`src/rtl/hilo_pkg.sv`:
```
// rtl/hilo_pkg.sv - shared op/state encodings and width default for the HI/LO unit
package hilo_pkg;

  // Default width of each half (HI, LO); the accumulator is twice this.
  localparam int HILO_DATA_W = 32;

  // Operation encodings on the op port; 3'b11x is reserved and acts as NOP.
  localparam logic [2:0] OP_NOP     = 3'b000;
  localparam logic [2:0] OP_WR_BOTH = 3'b001;
  localparam logic [2:0] OP_WR_HI   = 3'b010;
  localparam logic [2:0] OP_WR_LO   = 3'b011;
  localparam logic [2:0] OP_MADD    = 3'b100;
  localparam logic [2:0] OP_MSUB    = 3'b101;

  // Controller states: IDLE accepts ops, ACC performs the pending accumulate.
  typedef enum logic {
    ST_IDLE = 1'b0,
    ST_ACC  = 1'b1
  } state_t;

  // True for the two ops that start a two-cycle accumulate.
  function automatic logic is_acc_op(input logic [2:0] op);
    return (op == OP_MADD) || (op == OP_MSUB);
  endfunction

endpackage

```
`src/rtl/hilo_addsub.sv`:
```
// rtl/hilo_addsub.sv - combinational 2*DATA_W add/subtract for the accumulate path
module hilo_addsub #(
  parameter int DATA_W = 32
) (
  input  logic [2*DATA_W-1:0] acc,
  input  logic [2*DATA_W-1:0] prod,
  input  logic                sub,
  output logic [2*DATA_W-1:0] res
);

  // Modulo 2^(2*DATA_W): carry/borrow out is simply dropped.
  assign res = sub ? (acc - prod) : (acc + prod);

endmodule

```
`src/rtl/hilo_unit.sv`:
```
// rtl/hilo_unit.sv - HI/LO register pair with MADD/MSUB accumulate; optional HILO_BYPASS_EN forwarding
module hilo_unit
  import hilo_pkg::*;
#(
  parameter int DATA_W = HILO_DATA_W
) (
  input  logic                clk,
  input  logic                rst,
  input  logic                op_valid,
  input  logic [2:0]          op,
  input  logic [DATA_W-1:0]   hi_i,
  input  logic [DATA_W-1:0]   lo_i,
  input  logic [2*DATA_W-1:0] prod_i,
  input  logic                flush,
  output logic                stall_o,
  output logic [DATA_W-1:0]   hi_o,
  output logic [DATA_W-1:0]   lo_o
);

  state_t              state;
  logic [DATA_W-1:0]   hi_q;
  logic [DATA_W-1:0]   lo_q;
  logic [2*DATA_W-1:0] prod_q;
  logic                sub_q;
  logic [2*DATA_W-1:0] acc_res;
  logic                accept;

  // An op is only taken in IDLE and only when the pipeline is not flushing.
  assign accept = (state == ST_IDLE) && op_valid && !flush;

  hilo_addsub #(
    .DATA_W(DATA_W)
  ) u_addsub (
    .acc  ({hi_q, lo_q}),
    .prod (prod_q),
    .sub  (sub_q),
    .res  (acc_res)
  );

  // Control FSM and HI/LO/product registers; reset overrides any in-flight accumulate.
  always_ff @(posedge clk) begin
    if (rst) begin
      state  <= ST_IDLE;
      hi_q   <= '0;
      lo_q   <= '0;
      prod_q <= '0;
      sub_q  <= 1'b0;
    end else begin
      case (state)
        ST_IDLE: begin
          if (accept) begin
            case (op)
              OP_WR_BOTH: begin
                hi_q <= hi_i;
                lo_q <= lo_i;
              end
              OP_WR_HI: hi_q <= hi_i;
              OP_WR_LO: lo_q <= lo_i;
              OP_MADD, OP_MSUB: begin
                prod_q <= prod_i;
                sub_q  <= (op == OP_MSUB);
                state  <= ST_ACC;
              end
              default: ;
            endcase
          end
        end
        ST_ACC: begin
          // A flush here abandons the accumulate and leaves HI/LO as they were.
          if (!flush) begin
            {hi_q, lo_q} <= acc_res;
          end
          state <= ST_IDLE;
        end
        default: state <= ST_IDLE;
      endcase
    end
  end

  // Upstream must hold its op for the single accumulate cycle.
  assign stall_o = (state == ST_ACC);

`ifdef HILO_BYPASS_EN
  // Forward the value that the next edge will write, per half, so readers see it this cycle.
  always_comb begin
    hi_o = hi_q;
    lo_o = lo_q;
    if (rst) begin
      hi_o = '0;
      lo_o = '0;
    end else if (state == ST_ACC) begin
      if (!flush) begin
        {hi_o, lo_o} = acc_res;
      end
    end else if (accept && !is_acc_op(op)) begin
      case (op)
        OP_WR_BOTH: begin
          hi_o = hi_i;
          lo_o = lo_i;
        end
        OP_WR_HI: hi_o = hi_i;
        OP_WR_LO: lo_o = lo_i;
        default: ;
      endcase
    end
  end
`else
  // Registered outputs only: no combinational path from inputs to hi_o/lo_o.
  assign hi_o = hi_q;
  assign lo_o = lo_q;
`endif

endmodule

```
`config.mk`:
```
export PLATFORM = sky130hd
export DESIGN_NAME = hilo_unit
export DESIGN_NICKNAME = d
export VERILOG_FILES = /design/src/rtl/hilo_pkg.sv /design/src/rtl/hilo_addsub.sv /design/src/rtl/hilo_unit.sv
export SDC_FILE = /design/constraint.sdc
export NUM_CORES = 1
export LEC_CHECK = 0
export ABC_AREA = 1
export BUFFER_PORTS_ARGS = -buffer_cell sky130_fd_sc_hd__buf_4
export CORE_ASPECT_RATIO = 0.75
export CORE_UTILIZATION = 40
export CTS_CLUSTER_DIAMETER = 100
export DETAILED_ROUTE_END_ITERATION = 10
export PLACE_DENSITY_LB_ADDON = 0.12
export SLEW_MARGIN = 20
export SYNTH_ARGS = -nofsm -noshare
export SYNTH_HDL_FRONTEND = slang
export SYNTH_SLANG_ARGS = --single-unit
export TNS_END_PERCENT = 20
```
`constraint.sdc`:
```
create_clock -name clk -period 8.6 [get_ports clk]
set_input_delay 1.72 -clock clk [delete_from_list [all_inputs] [get_ports clk]]
set_output_delay 1.72 -clock clk [all_outputs]
set_load 0.005 [all_outputs]
```
==> metrics.cfg, run 1 <==
[critical_path]
endpoint_kind = flop
start_kind = flop
rrSetupSlack_ns = 4.47
r2r_end = hi_o[31]
cp_max_fo = 5
reg2reg_from = prod_q[11]
reg2reg_depth = 22
path_class = reg2reg
crit_required_ns = 8.91
arrival_ns = 4.44

[global_route]
globalRouteTotalUtil = 0.3154
grt_overflow = 0
grt_max_degree = 101
grt_first_pass_wirelength_microns = 77800
antenna_found_initial = 0
grt_pass1_vias = 13270

[clock_network]
cts_resized = 0
clk_pin_slew_ns = 0.07
cts_hold_buffers = 0
htree_levels = 4
clk_path_buf_depth = 2
clockRootBuffer = clkbuf_16
cts_tree = done
cts_buffers = 17
clk-insertion-delay-late_ns = 0.46
cts_setup_buffers = 0
clock_sink_count = 130

[outcome]
status = completed

[min_path]
min_path_cells = 2
min_to = hi_o[19]
hold_path.class = reg2reg
min_from = hi_o[19]

[synthesis]
synth_cell_types = 40
synthFlopType = dfxtp_1
synth.top_cells.by_area = nand2_1 22%, dfxtp_1 20%, inv_1 11%
synth_edf_count = 0
netlist.area_leader.share = 0.2230
avgSynthCellArea_sq_um = 5.454
ys_seq_elements = 130
syn_inst = 2361
syn_area_sq_um = 12880
synthArstFlopShare = 0
synth_top_area_cell = nand2_1
syn-num-nets = 2561
yosysSeqAreaShare = 0.2021
synth_warnings = 0

[routing]
dr.first_iter.drc_count = 1338
totalWireLength_microns = 51870
wl_per_cell_microns = 17.63
drc_errors = 0
vias_per_cell = 5.004
drt_first_pass_iters = 5
dr_total_vias = 14720
postRouteAntennaNets = 0

[floorplan]
die_width_microns = 209.2
io_pins = 200
core_sq_um = 31460
fp.dieH_microns = 157.4
dieArea_sq_um = 32920
num_rows = 56
initial_core_util = 0.4093

[sta]
tns_ns = 0
setup_viol_count_final = 0
min_period_ns = 4.133
setup_ws_ns = 4.467
fin_crit_sh = 0.4806
worst_slew_pin_slew_ns = 1.021
grt_setup_unrepaired = no
hold_violations = 0
finalMaxSlewViolations = 0
maxSlewHeadroom = 0.3186
fin_hold_ws_ns = 0.4997
max_freq_mhz = 241.9
finClkSkew_ns = 0.01962

[layout]
fill_cells = 3502
syn2layout_area_growth_pct = 18.83
mostFrequentLayoutCells = 764 x nand2_1, 389 x inv_1, 345 x nor2_1, 206 x buf_4, 170 x a21oi_1
insertedDiodeCount = 0
utilization = 0.4864
layout_commonest_cell = nand2_1
layout-drive-gt1-share = 0.1112
nets = 2724
final_cell_area_sq_um = 15300

[power]
combPwrFrac = 0.372
internal_power_uw = 1336
seqPwrFrac = 0.284
p_sw_frac = 0.4153
clock_power_share = 0.344
p_per_area_nw_per_um2 = 149.3
irDropWorstVdd_uv = 110.7
power_switching_uw = 948.8
p_leak_uw = 0.008309

[placement]
gp_congestion = 0.9891
post-dp-hpwl_microns = 42880
dpl_cell_area_sq_um = 14710
io_buffers = 199
place_ws_ns = 4.582

[flow_run]
max-cap-violations = 0

-- registers in the layout, summed over array words and instances, names as in the netlist --
| name | flops |
|---|---|
| sub_q | 1 |
| lo_o | 32 |
| hi_o | 32 |
| prod_q | 64 |
| stall_o | 1 |
-- power by group through the flow --
stage | Clock (uW) | Combinational [uW] | Sequential [uW]
6_report | 787 | 850 | 648
3_3_place_gp | 0 | 829 | 661
2_1_floorplan | 0 | 530 | 653
4_1_cts | 795 | 831 | 648
5_1_grt | 820 | 930 | 650
3_5_place_dp | 0 | 828 | 661
-- area by class of cell --
class / count / area, sq um / area share
clock buffers: 17 / 425.4 / 0.02780
clock inverters: 14 / 166.4 / 0.01088
inverters: 399 / 1498 / 0.09788
multi-input cells: 1770 / 8551 / 0.5588
flip-flops and latches: 130 / 2606 / 0.1703
well taps: 406 / 508.0 / 0.03320
repair buffers: 206 / 1546 / 0.1011
-- Yosys cell counts (3+ instances only) --
master and n:
nand2_1 765, inv_1 390, nor2_1 345, a21oi_1 170, dfxtp_1 130, o21ai_0 127, nand3_1 85, xor2_1 76
ha_1 64, clkbuf_1 47, nor3_1 23, nand4_1 19, xnor2_1 17, nor4_1 13, nor2_2 12, o21ai_1 11
buf_1 9, inv_2 8, buf_2 6, nand3b_1 6, a21oi_2 4, nand2_2 4, a31oi_1 3, and2_1 3
nor2_4 3, o21bai_1 3
-- metrics by stage --
step                      power [uW]  cells
final                           2285   2942
after global routing            2401   2942
after CTS                       2274   2942
after detailed placement        1489   2911
after global placement          1489   2911
after floorplan                 1182   2361
-- cell families (layout without fill, tap and decap cells) --
kind of cell             count (synthesis)  after routing  synth area share
flip-flops                             130            130            0.2021
adder cells (fa/ha/maj)                 65             65           0.06375
AND/OR/NAND/NOR                       1286           1286            0.4043
XOR/XNOR                                93             93           0.06326
AO/OA/AOI/OAI                          326            326            0.1316
buffers and inverters                  461            636            0.1350
-- layer usage --
layer | global-route usage | up-vias | share of wire
met1 | 0.4842 | 6598 | 0.52
met2 | 0.4437 | 467 | 0.39
met5 | 0 | - | 0
met3 | 0.05267 | 50 | 0.076
li1 | - | 7607 | -
met4 | 0.07983 | 0 | 0.019
-- worst max-delay path: stages (launching register included) --
cell and delay (ns):
dfxtp_1 0.38, nor2_1 0.18, nand2_1 0.09, nor2_1 0.17
nand3_1 0.15, nor2_2 0.13, nand2_1 0.12, nor2_2 0.18
nor2_2 0.11, nor2_2 0.17, o21ai_1 0.10, xor2_1 0.26
ha_1 0.41, nand2_1 0.22, o21ai_0 0.23, a21oi_1 0.27
nand2_1 0.09, a21oi_1 0.34, nand2_1 0.10, nand2_1 0.06
nand3_1 0.06, nand2_1 0.08, a21oi_1 0.06
-- how the worst max path moves through the flow --
| stage | from | endpoint | slack [ns] |
|---|---|---|---|
| after floorplan | prod_q[0] | hi_o[26] | 5.57 |
| after global placement | sub_q | hi_o[16] | 4.57 |
| after detailed placement | sub_q | hi_o[16] | 4.58 |
| after CTS | sub_q | hi_o[16] | 4.59 |
| after global routing | prod_q[9] | hi_o[30] | 4.18 |
| final | prod_q[11] | hi_o[31] | 4.47 |
No activity file was read; power rests on OpenSTA's default activity.
==> run 2, diff against run 1 <==
--- a/config.mk
+++ b/config.mk
@@ -5,7 +5,7 @@
 export SDC_FILE = /design/constraint.sdc
 export NUM_CORES = 1
 export LEC_CHECK = 0
-export ABC_AREA = 1
+export ABC_AREA = 0
 export BUFFER_PORTS_ARGS = -buffer_cell sky130_fd_sc_hd__buf_4
 export CORE_ASPECT_RATIO = 0.75
 export CORE_UTILIZATION = 40
==> constraint.sdc (replaced) <==
create_clock -name clk -period 3.6 [get_ports clk]
set_input_delay 0.72 -clock clk [delete_from_list [all_inputs] [get_ports clk]]
set_output_delay 0.72 -clock clk [all_outputs]
set_load 0.005 [all_outputs]
==> run 2 against run 1 <==
The run now ends with negative setup slack left. Routed wire length fell by 10%. Area after synthesis fell by 19%. Sequential share of layout area fell by 1.8 points. Cell area rose by 12%. Maximum frequency fell by 7.5%. Sequential power rose by 140%. Clock skew rose by 0.0038 ns. Via count fell by 10%. Count of clock-buffer cells in the layout rose by 2. Critical path type unchanged. Critical endpoint unchanged. Highest routed layer unchanged.
==> metrics.cfg, run 2 <==
[synthesis]
syn_area_sq_um = 10490  ; -19%
avgSynthCellArea_sq_um = 7.134  ; +31%
synth_edf_count = 0  ; unchanged
yosysMostFrequentCell = nand2_1
synth_top_area_cell = dfxtp_1
synthArstFlopShare = 0  ; unchanged
synthFlopType = dfxtp_1
netlist_top_cells_count = 223 x nand2_1, 199 x a21oi_1, 170 x nor2_1, 130 x dfxtp_1, 91 x clkbuf_1
synth_warnings = 0  ; unchanged
syn-num-nets = 1671  ; -35%
ys_seq_elements = 130  ; unchanged
syn_inst = 1471  ; -38%
synth.top_cells.by_area = dfxtp_1 25%, a21oi_1 9.5%, nand2_1 8.0%
synth_cell_types = 68  ; +70%
yosysSeqAreaShare = 0.2480  ; +0.04588
netlist.area_leader.share = 0.2480  ; +0.02499

[floorplan]
fp.dieH_microns = 142.3  ; -9.6%
initial_core_util = 0.4142  ; +0.004890
io_pins = 200  ; unchanged
core_sq_um = 25340  ; -19%
die_width_microns = 189.0  ; -9.6%
num_rows = 50  ; -11%
dieArea_sq_um = 26890  ; -18%

[power]
p_leak_uw = 0.007432  ; -11%
p_per_area_nw_per_um2 = 418.1  ; +180%
irDropWorstVdd_uv = 401.2  ; +260%

[layout]
insertedDiodeCount = 0  ; unchanged
fill_cells = 2227  ; -36%
mostFrequentLayoutCells = 609 x buf_4, 210 x nand2_1, 159 x a21oi_1, 149 x nor2_1, 124 x dfxtp_1
largest_reg_flops = 64  ; unchanged
nets = 2215  ; -19%
top_register = prod_q
final-seq-area_sq_um = 2613  ; +0.24%
layout_commonest_cell = buf_4
multi_input_area_sq_um = 8625  ; +0.86%
final_cell_area_sq_um = 17150  ; +12%
layout-drive-gt1-share = 0.4351  ; +0.3239
syn2layout_area_growth_pct = 63.40
utilization = 0.6767  ; +0.1904

[clock_network]
clk_path_buf_depth = 2  ; unchanged
cts_buffers = 17  ; unchanged
clockRootBuffer = clkbuf_16
cts_hold_buffers = 0  ; unchanged
cts_tree = done
clk_pin_slew_ns = 0.08  ; about the same
clk-insertion-delay-late_ns = 0.46  ; about the same
clock_sink_count = 130  ; unchanged
htree_levels = 4  ; unchanged

[critical_path]
cp-endpoint = hi_o[31]
cp_max_fo = 4  ; -1
path_class = reg2reg
endpoint_kind = flop
rrSetupSlack_ns = -0.87  ; -5.33 ns
reg2reg_depth = 20  ; -9.1%
cp-startpoint = prod_q[2]
reg2reg_from = prod_q[2]
r2r_end = hi_o[31]
crit_required_ns = 3.94  ; -4.97 ns
arrival_ns = 4.81  ; +0.37 ns
start_kind = flop

[sta]
finClkSkew_ns = 0.02338  ; +0.003761 ns
grt_setup_unrepaired = yes
worst_slew_pin_slew_ns = 0.7853  ; -0.2357 ns
fin_crit_sh = 1.241  ; +0.7601
setup_ws_ns = -0.8666  ; -5.333 ns
finalMaxSlewViolations = 0  ; unchanged
maxSlewHeadroom = 0.4765  ; +0.1579
min_period_ns = 4.467  ; +0.3331 ns
hold_violations = 0  ; unchanged
setup_viol_count_final = 49  ; +49
max_freq_mhz = 223.9  ; -7.5%

[routing]
drc_errors = 0  ; unchanged
wl_per_cell_microns = 19.70  ; +12%
drt_first_pass_iters = 5  ; unchanged
vias_per_cell = 5.579  ; +11%
dr_total_vias = 13200  ; -10%
dr.first_iter.drc_count = 1180  ; -12%
postRouteAntennaNets = 0  ; unchanged
totalWireLength_microns = 46580  ; -10%

[global_route]
grt_first_pass_wirelength_microns = 69800  ; -10%
grt_overflow = 0  ; unchanged
grt_max_degree = 68  ; -33%
grt_pass1_vias = 11990  ; -9.7%
globalRouteTotalUtil = 0.3412  ; +0.02581
antenna_found_initial = 0  ; unchanged

[outcome]
status = finished, violations left
violations = negative setup slack

[placement]
dpl_cell_area_sq_um = 15160  ; +3.1%
gp_congestion = 1.017  ; +2.8%
io_buffers = 199  ; unchanged
post-dp-hpwl_microns = 36000  ; -16%

[min_path]
hold_path.class = reg2reg

[flow_run]
max-cap-violations = 0  ; unchanged

## run 2: cell count changes in the layout (fill, tap and decap cells not counted), sizes merged, moves of 48 or more
cell,before,now
nand2,769,223
buf,206,629
inv,405,23
nor2,361,170
o21ai,140,53
nand3,87,19
xnor2,17,83
xor2,76,28
## run 2: worst min path at each step
stage	slack [ns]	depth (start not counted)	end	startpoint
after CTS	0.47	2	prod_q[43]	prod_q[43]
final	0.48	2	prod_q[43]	prod_q[43]
after floorplan	0.44	2	prod_q[43]	prod_q[43]
after global routing	0.50	2	prod_q[43]	prod_q[43]
after global placement	0.45	2	prod_q[43]	prod_q[43]
after detailed placement	0.47	2	prod_q[43]	prod_q[43]
## run 2: layout make-up
class | instances | area share
multi-input combinational | 1216 | 0.5030
timing repair buffer | 629 | 0.2803
sequential | 130 | 0.1524
clock buffer | 19 | 0.02583
tap | 338 | 0.02466
clock inverter | 12 | 0.009267
inverter | 21 | 0.004597
## run 2: worst max-delay path: stages (launching register included)
cell and delay, ns:
dfxtp_2 0.32, or4_4 0.55, nor3_4 0.23, and2_4 0.22, and2_4 0.17, buf_4 0.12, nand4_1 0.22, nor2_1 0.15
nor2_1 0.06, xnor2_1 0.13, buf_4 0.17, ha_1 0.34, a21oi_2 0.20, o211ai_1 0.24, and3_4 0.24, o41a_1 0.37
nor3_2 0.15, nor2b_1 0.07, o211ai_1 0.16, a31o_2 0.19, o211ai_2 0.07
## run 2: layer usage
layer	wire (microns)	track usage	vias up
li1	-	-	6394
met1	23920	0.5349	6275
met2	17750	0.4456	497
met3	4545	0.1016	29
met4	375	0.05942	0
met5	0	0	-
## run 2: logic make-up (layout without fill, tap and decap cells)
| kind of cell | after synthesis | in the layout | synth area share |
|---|---|---|---|
| AOI/OAI and AO/OA | 430 | 430 | 0.2553 |
| DFF | 130 | 130 | 0.2480 |
| adders and majority gates | 65 | 65 | 0.07822 |
| buffers and inverters | 125 | 681 | 0.04567 |
| and+or+nand+nor | 585 | 585 | 0.2543 |
| xor gates and xnor gates | 111 | 111 | 0.09443 |
| muxes | 25 | 25 | 0.02408 |
## run 2: report_power, final
part	internal, uW	switching, uW
combinational	1850	1900
sequential	1480	61.4
clock	1110	763
total	4440	2720
## run 2: repair_timing
item,CTS,global route
buffers inserted,11,13
pin swaps,76,58
resized for setup,173,97
setup endpoints to repair,52,54
## run 2: stage by stage
| stage | TNS [ns] | power, uW | instances | setup WS [ns] | hold WS (ns) |
|---|---|---|---|---|---|
| 2_1_floorplan | -10.75 | 3082 | 1471 | -0.7420 | 0.4363 |
| 3_3_place_gp | -31.38 | 4702 | 2311 | -0.9994 | 0.4469 |
| 3_5_place_dp | -33.54 | 4709 | 2311 | -1.046 | 0.4657 |
| 4_1_cts | -22.60 | 6859 | 2353 | -0.8000 | 0.4738 |
| 5_1_grt | -33.35 | 7492 | 2365 | -1.011 | 0.4990 |
| 6_report | -24.47 | 7168 | 2365 | -0.8666 | 0.4781 |
